File: src/rtl/gba_cart_reader.sv
// gba_cart_reader: GBA cartridge ROM bus initiator that streams burst halfword reads
// through a one-entry valid/ready output register.
module gba_cart_reader #(
  parameter int ADDR_SETUP = 2,
  parameter int ADDR_HOLD  = 2,
  parameter int RD_LOW     = 8,
  parameter int RD_HIGH    = 4,
  parameter int CS_HIGH    = 4
) (
  input  logic        clk,
  input  logic        rst,
  input  logic        cmd_valid,
  output logic        cmd_ready,
  input  logic [23:0] cmd_addr,
  input  logic [15:0] cmd_len,
  output logic [15:0] rd_data,
  output logic        rd_valid,
  input  logic        rd_ready,
  output logic        busy,
  output logic        done,
  output logic        cart_cs_n,
  output logic        cart_rd_n,
  output logic        cart_wr_n,
  output logic [7:0]  cart_ah_out,
  output logic [15:0] cart_ad_out,
  output logic        cart_ad_oe,
  input  logic [15:0] cart_ad_in
);
  typedef enum logic [2:0] {IDLE, ADDR, LATCH, TURN, RD_LO, RD_HI, END} state_t;
  state_t state, nxt;
  logic [7:0]  cnt;
  logic [23:0] cur_addr;
  logic [15:0] remain;
  logic        take, sample;
  // Output register can accept a new word this cycle (empty or being drained).
  assign take   = !rd_valid || rd_ready;
  assign sample = state == RD_LO && cnt == 8'(RD_LOW - 1);
  always_comb begin
    nxt = state;
    unique case (state)
      IDLE:    nxt = cmd_valid && cmd_len != '0 ? ADDR : IDLE;
      ADDR:    nxt = cnt == 8'(ADDR_SETUP - 1) ? LATCH : ADDR;
      LATCH:   nxt = cnt == 8'(ADDR_HOLD - 1) ? TURN : LATCH;
      TURN:    nxt = RD_LO;
      RD_LO:   nxt = sample ? RD_HI : RD_LO;
      // The cart's internal counter only spans 16 bits, so a low-half wrap forces a re-latch.
      RD_HI:   if (cnt >= 8'(RD_HIGH - 1))
                 nxt = remain == '0 || cur_addr[15:0] == '0 ? END : take ? RD_LO : RD_HI;
      // Re-latching also waits for room so the first word of the new window cannot overwrite.
      END:     if (cnt >= 8'(CS_HIGH - 1) && take) nxt = remain != '0 ? ADDR : IDLE;
      default: nxt = IDLE;
    endcase
  end
  always_ff @(posedge clk or posedge rst)
    if (rst) begin
      state    <= IDLE;
      cnt      <= '0;
      cur_addr <= '0;
      remain   <= '0;
      rd_data  <= '0;
      rd_valid <= 1'b0;
      done     <= 1'b0;
    end else begin
      state    <= nxt;
      cnt      <= nxt != state ? '0 : cnt == '1 ? cnt : cnt + 1'b1;
      done     <= (state == IDLE && cmd_valid && cmd_len == '0) || (state == END && nxt == IDLE);
      rd_valid <= sample || (rd_valid && !rd_ready);
      if (sample) rd_data <= cart_ad_in;
      if (state == IDLE && cmd_valid) begin
        cur_addr <= cmd_addr;
        remain   <= cmd_len;
      end else if (sample) begin
        cur_addr <= cur_addr + 1'b1;
        remain   <= remain - 1'b1;
      end
    end
  assign cmd_ready   = state == IDLE;
  assign busy        = state != IDLE;
  assign cart_cs_n   = !(state inside {LATCH, TURN, RD_LO, RD_HI});
  assign cart_rd_n   = state != RD_LO;
  assign cart_wr_n   = 1'b1;
  assign cart_ad_oe  = state inside {ADDR, LATCH};
  assign cart_ad_out = cart_ad_oe ? cur_addr[15:0] : '0;
  assign cart_ah_out = cart_ad_oe ? cur_addr[23:16] : '0;
endmodule

File: config.mk
export PLATFORM = sky130hd
export DESIGN_NAME = gba_cart_reader
export DESIGN_NICKNAME = d
export VERILOG_FILES = /design/src/rtl/gba_cart_reader.sv
export SDC_FILE = /design/constraint.sdc
export NUM_CORES = 1
export LEC_CHECK = 0
export BUFFER_PORTS_ARGS = -buffer_cell sky130_fd_sc_hd__buf_4
export CAP_MARGIN = 20
export CORE_UTILIZATION = 39
export DETAILED_ROUTE_END_ITERATION = 10
export SYNTH_ARGS = -nofsm -noshare
export SYNTH_HDL_FRONTEND = slang
export SYNTH_SLANG_ARGS = --single-unit
File: constraint.sdc
create_clock -name clk -period 2.75 [get_ports clk]
set_clock_uncertainty 0.15 [all_clocks]
set_input_delay 0.275 -clock clk [delete_from_list [all_inputs] [get_ports clk]]
set_output_delay 0.275 -clock clk [all_outputs]
set_load 0.03 [all_outputs]
# Word-level counts from Yosys, hierarchy flattened
# Cells that the tools add are included.
# word_totals
regBits	69
input_bits	60
output_inout_bits	48
word_cells	66
# op_classes
add_sub_neg	3
n_lt_le_gt_ge	1
eq_ne	12
mux	18
n_reduce_logical	25
# ops
operator	count
$logic_not A16 Y1	3
$mux W16	3
$mux W24	2
$reduce_bool A16 Y1	2
$add A24 B1 Y24 const B	1
$mux W8	3
$pmux W3 S7	1
$sub A16 B1 Y16 const B	1
$eq A3 B3 Y1 const B	3
$add A8 B1 Y8 const B	1
$eq A8 B1 Y1 const B	1
$eq A8 B3 Y1 const B	1
$eq A8 B8 Y1 const B	1
$ge A8 B2 Y1 const B	1
$logic_and A1 B1 Y1	7
$eq A3 B2 Y1 const B	2
$logic_not A3 Y1	2
$mux W3	2
$mux W1	5
$logic_or A1 B1 Y1	4
$mux W2	2
$reduce_bool A2 Y1	2
$reduce_bool A4 Y1	1
$eq A3 B1 Y1 const B	1
5 further kinds	7

# Logic depth before layout (Yosys ltp)
# logic_depth
ltp_word	9
depth_mapped	8

# Worst setup path after synthesis
# No wires, ideal clock.
# synth_path
path_kind	flip-flop to flip-flop
startpoint	register state[0]
endpoint	register cur_addr[23]
setup_ns	0.083
arrival_ns	2.396
required_ns	2.517
path_slack_ns	0.121
stages_incl_launch_ff	8
cell_sequence	dfrtp_1 -> clkbuf_1 -> nor3_1 -> and2_1 -> clkbuf_1 -> clkbuf_1 -> a22oi_1 -> o21ai_0
# synth_via
elab_chain_len	3
elab_cells_between_ends	6
cone_classes	eq/ne (1); mux (1); reduce/logical (4)
# synth_rtl
item	line	source
from (decl)	30	state_t state, nxt;
from (signal assigned)	64	state <= nxt;
$logic_not A3 Y1 *	-	
named net cmd_ready	13	output logic cmd_ready,
$logic_and A1 B1 Y1 *	69	if (state == IDLE && cmd_valid) begin
$mux W24 or $reduce_bool A2 Y1 (tied branches)	-	
to (signal assigned)	70	cur_addr <= cmd_addr;
to (signal assigned)	73	cur_addr <= cur_addr + 1'b1;
to (decl)	32	logic [23:0] cur_addr;
# Mark *: on every way through the listed nets, which the timed path passes. The rest lies on a longest branch.
# A chain may end at the register's enable or synchronous reset.

# Final worst setup path
# layout_path
startpoint	register cnt[7]
endpoint	register cur_addr[19]
# layout_via
elab_chain_len	3
# layout_rtl
item	line	source
from (decl)	31	logic [7:0] cnt;
from (signal assigned)	65	cnt <= nxt != state ? '0 : cnt == '1 ? cnt : cnt + 1'b1;
$eq A8 B3 Y1	37	assign sample = state == RD_LO && cnt == 8'(RD_LOW - 1);
$logic_and A1 B1 Y1	37	
$reduce_bool A2 Y1 (no line)	-	
# No other way between the ends.

==> flow_summary_export.csv <==
group,metric,value,unit
finish,final_area,5820,µm²
floorplanning,core_area,10300,µm²
logic_synthesis,synth_seq_cells,69,
placement,placed_area,5190,µm²
run,max-cap-violations,0,
setup_path,ff2ff_path_depth,5,
hold_path,min_path_cells,3,
floorplanning,fp-row-count,37,
finish,layout.nets,706,
logic_synthesis,synth-edff-count,0,
finish,syn_to_final_growth,41.1,%
power,power,4470,µW
power,peakVddDrop,0.000383,V
floorplanning,die_w,105,µm
setup_path,timing.rr.start,"cnt[7]$_DFFE_PP0P_",
drt,wl_met2,5.63,mm
floorplanning,die_h,105,µm
setup_path,worst-path-buf-inv,1,
timing,worst_pin_slew,669,ps
logic_synthesis,synthMostInstantiatedCell,"nand2_1",
setup_path,critPathMaxFanout,24,
setup_path,r2r_setup_slack,110,ps
timing,grt_setup_unrepaired,"false",
timing,finalHoldViolations,0,
logic_synthesis,syn-num-nets,554,
drt,first_pass_iters,4,
logic_synthesis,synthCells,488,
logic_synthesis,yosysWarnings,0,
placement,dp_hpwl,8.33,mm
clock_tree,clockBufferDepth,2,
logic_synthesis,synth.distinct_cells,52,
logic_synthesis,synth_area,4130,µm²
grt,grt.total_usage,22.1,%
placement,io_buffers,106,
timing,period_needed,2640,ps
clock_tree,cts-htree-levels,3,
hold_path,hold_end,"remain[5]$_DFFE_PP0P_",
drt,vias_per_cell,5.35,
setup_path,arrival,2780,ps
power,switching_share,41.8,%
power,seq_power_share,37.8,%
timing,whs,11.6,ps
timing,relSlewSlack,55.2,%
power,p_leak,0.00256,µW
clock_tree,clkTransAtPathRegs,80,ps
clock_tree,root_buffer,"clkbuf_8",
power,p_comb_share,42.6,%
drt,wl,11.8,mm
logic_synthesis,async_flop_share,100,%
power,p_sw,1870,µW
drt,via_count,4182,
setup_path,crit_required,2890,ps
timing,fmax,0.379,GHz
floorplanning,dieArea,11000,µm²
setup_path,critical_path.cell_chain,"or3_4, or4_2, buf_6, or4_1, nand3_1",
run_status,status,"finished, final reports clean",
clock_tree,clock_latency,350,ps
drt,top_layer_used,"met4",
floorplanning,start_util,40.2,%
clock_tree,clock_sinks,69,
finish,drive_gt1_share,25.4,%
logic_synthesis,synth_top_flop_cell,"dfrtp_1",
setup_path,r2r-end,"cur_addr[19]$_DFFE_PP0P_",
logic_synthesis,synth_common_cells,"105 x nand2_1, 69 x dfrtp_1, 30 x o21ai_0",
finish,multi_input_area,2230,µm²
logic_synthesis,ys_top_cells_by_area,"dfrtp_1 42%, nand2_1 9.6%, and2_1 4.1%, o21ai_0 3.6%, nand4_1 3.0%",
grt,grt-ovfl-total,0,
drt,drc,0,
grt,grt_pass1_wl,19.5,mm
timing,setup_violations,0,
logic_synthesis,yosysTopAreaCell,"dfrtp_1",
power,p_int,2600,µW
clock_tree,cts_setup_buffers,0,
drt,wl_met3,529,µm
setup_path,crit_family,"simple AND/OR/NAND/NOR gates",
drt,met1_length,5.51,mm
timing,finalSetupTns,0,ps
placement,gp_congestion,0.822,
floorplanning,io_pins,108,
clock_tree,cts_tree,"yes",
power,power_density,767,nW/µm²
logic_synthesis,syn_area_per_cell,8.46,µm²
setup_path,max_stage_delay,760,ps
timing,finalCritPeriodShare,96.0,%
grt,antenna_found_initial,0,
timing,final_max_slew_viol_count,0,
setup_path,critPathLaunchType,"flip-flop",
finish,register_area,1730,µm²
drt,antenna_left,0,
grt,grt_pass1_vias,4074,
setup_path,crit_type,"reg2reg",
drt,routedWlPerCell,15.1,µm
setup_path,cp_slowest_cell,"or4_2",
grt,grt_max_degree,45,
setup_path,endpoint_kind,"flip-flop",
power,p_clk_share,19.6,%
logic_synthesis,yosysSeqAreaShare,41.8,%
clock_tree,numCtsBuffers,9,
finish,num_antenna_cells,0,
drt,drt-initial-drc-count,202,
hold_path,hp-start,"cmd_len[5]",
finish,fill_cells,955,
hold_path,hp-class,"in2reg",
logic_synthesis,synth_top_area_share,41.8,%
## power by group through the flow
stage | combinational (µW) | sequential [µW] | clock, µW
4_1_cts | 1910 | 1680 | 898
3_5_place_dp | 1850 | 1700 | 0
3_3_place_gp | 1800 | 1690 | 0
6_report | 1900 | 1690 | 874
5_1_grt | 2090 | 1750 | 939
2_1_floorplan | 993 | 1840 | 0
## per-layer routing
metal  vias to the layer above  track usage (%)
li1                       2070                -
met1                      1993             29.9
met2                       111             36.0
met3                         8             2.87
met4                         0             7.95
met5                         -                0
## cell usage in the layout, fill, tap and decap left out, types with 11 or more instances in the layout
cell type,netlist,layout
nand4_1,20,20
dfrtp_1,69,69
nor2_1,11,11
nor4_1,14,14
nand2_1,105,105
and2_1,27,27
dlygate4sd3_1,0,42
a21oi_1,15,15
nand3_1,16,16
o21ai_0,30,30
buf_4,1,128
## state kept, by name (all words and copies together) (netlist names)
signal,flops
cur_addr,24
rd_data,16
remain,16
cnt,8
state,3
done,1
rd_valid,1
## worst max path at each step
| stage | cells after the start | to | startpoint |
|---|---|---|---|
| after detailed placement | 6 | remain[10]$_DFFE_PP0P_ | cnt[7]$_DFFE_PP0P_ |
| after global routing | 6 | remain[10]$_DFFE_PP0P_ | cnt[7]$_DFFE_PP0P_ |
| after global placement | 5 | cur_addr[19]$_DFFE_PP0P_ | cnt[7]$_DFFE_PP0P_ |
| final | 5 | cur_addr[19]$_DFFE_PP0P_ | cnt[7]$_DFFE_PP0P_ |
| after CTS | 5 | cur_addr[19]$_DFFE_PP0P_ | cnt[7]$_DFFE_PP0P_ |
| after floorplan | 7 | cur_addr[23]$_DFFE_PP0P_ | state[0]$_DFF_PP0_ |
## logic make-up after synthesis
| family | synth area share (%) |
|---|---|
| buffers and inverters | 4.31 |
| adders and majority gates | 1.82 |
| muxes | 2.73 |
| and+or+nand+nor | 30.7 |
| AOI/OAI and AO/OA | 16.0 |
| DFF | 41.8 |
| other | 0.0909 |
| xor gates and xnor gates | 2.55 |
## tightest hold or removal path: cells and delay by family
family	cells	cell delay (ps)
AND/OR/NAND/NOR	1	40
AO/OA/AOI/OAI	1	80
buffers and inverters	1	80
## through the flow
step / setup WS, ps / util [%] / cells
finish: 110 / 56.6 / 781
global route: 25.6 / 56.6 / 781
CTS: 64.3 / 56.5 / 780
detailed placement: 88.0 / 50.5 / 723
global placement: 118 / 50.4 / 722
floorplan: 121 / - / 488
## what timing repair did
item | in CTS | in global routing
hold endpoints to repair | 65 | 1
hold buffers | 41 | 1
endpoints found under the setup margin | 0 | 1
gates resized for setup | 0 | 1
## area by class of cell
class / count / share of cell area [%]
repair buffers: 174 / 24.8
well taps: 136 / 2.92
inverters: 11 / 0.709
flip-flops and latches: 69 / 29.7
clock buffers: 9 / 2.13
clock inverters: 7 / 1.42
multi-input cells: 375 / 38.3
Power figures use the tool's default switching activity.
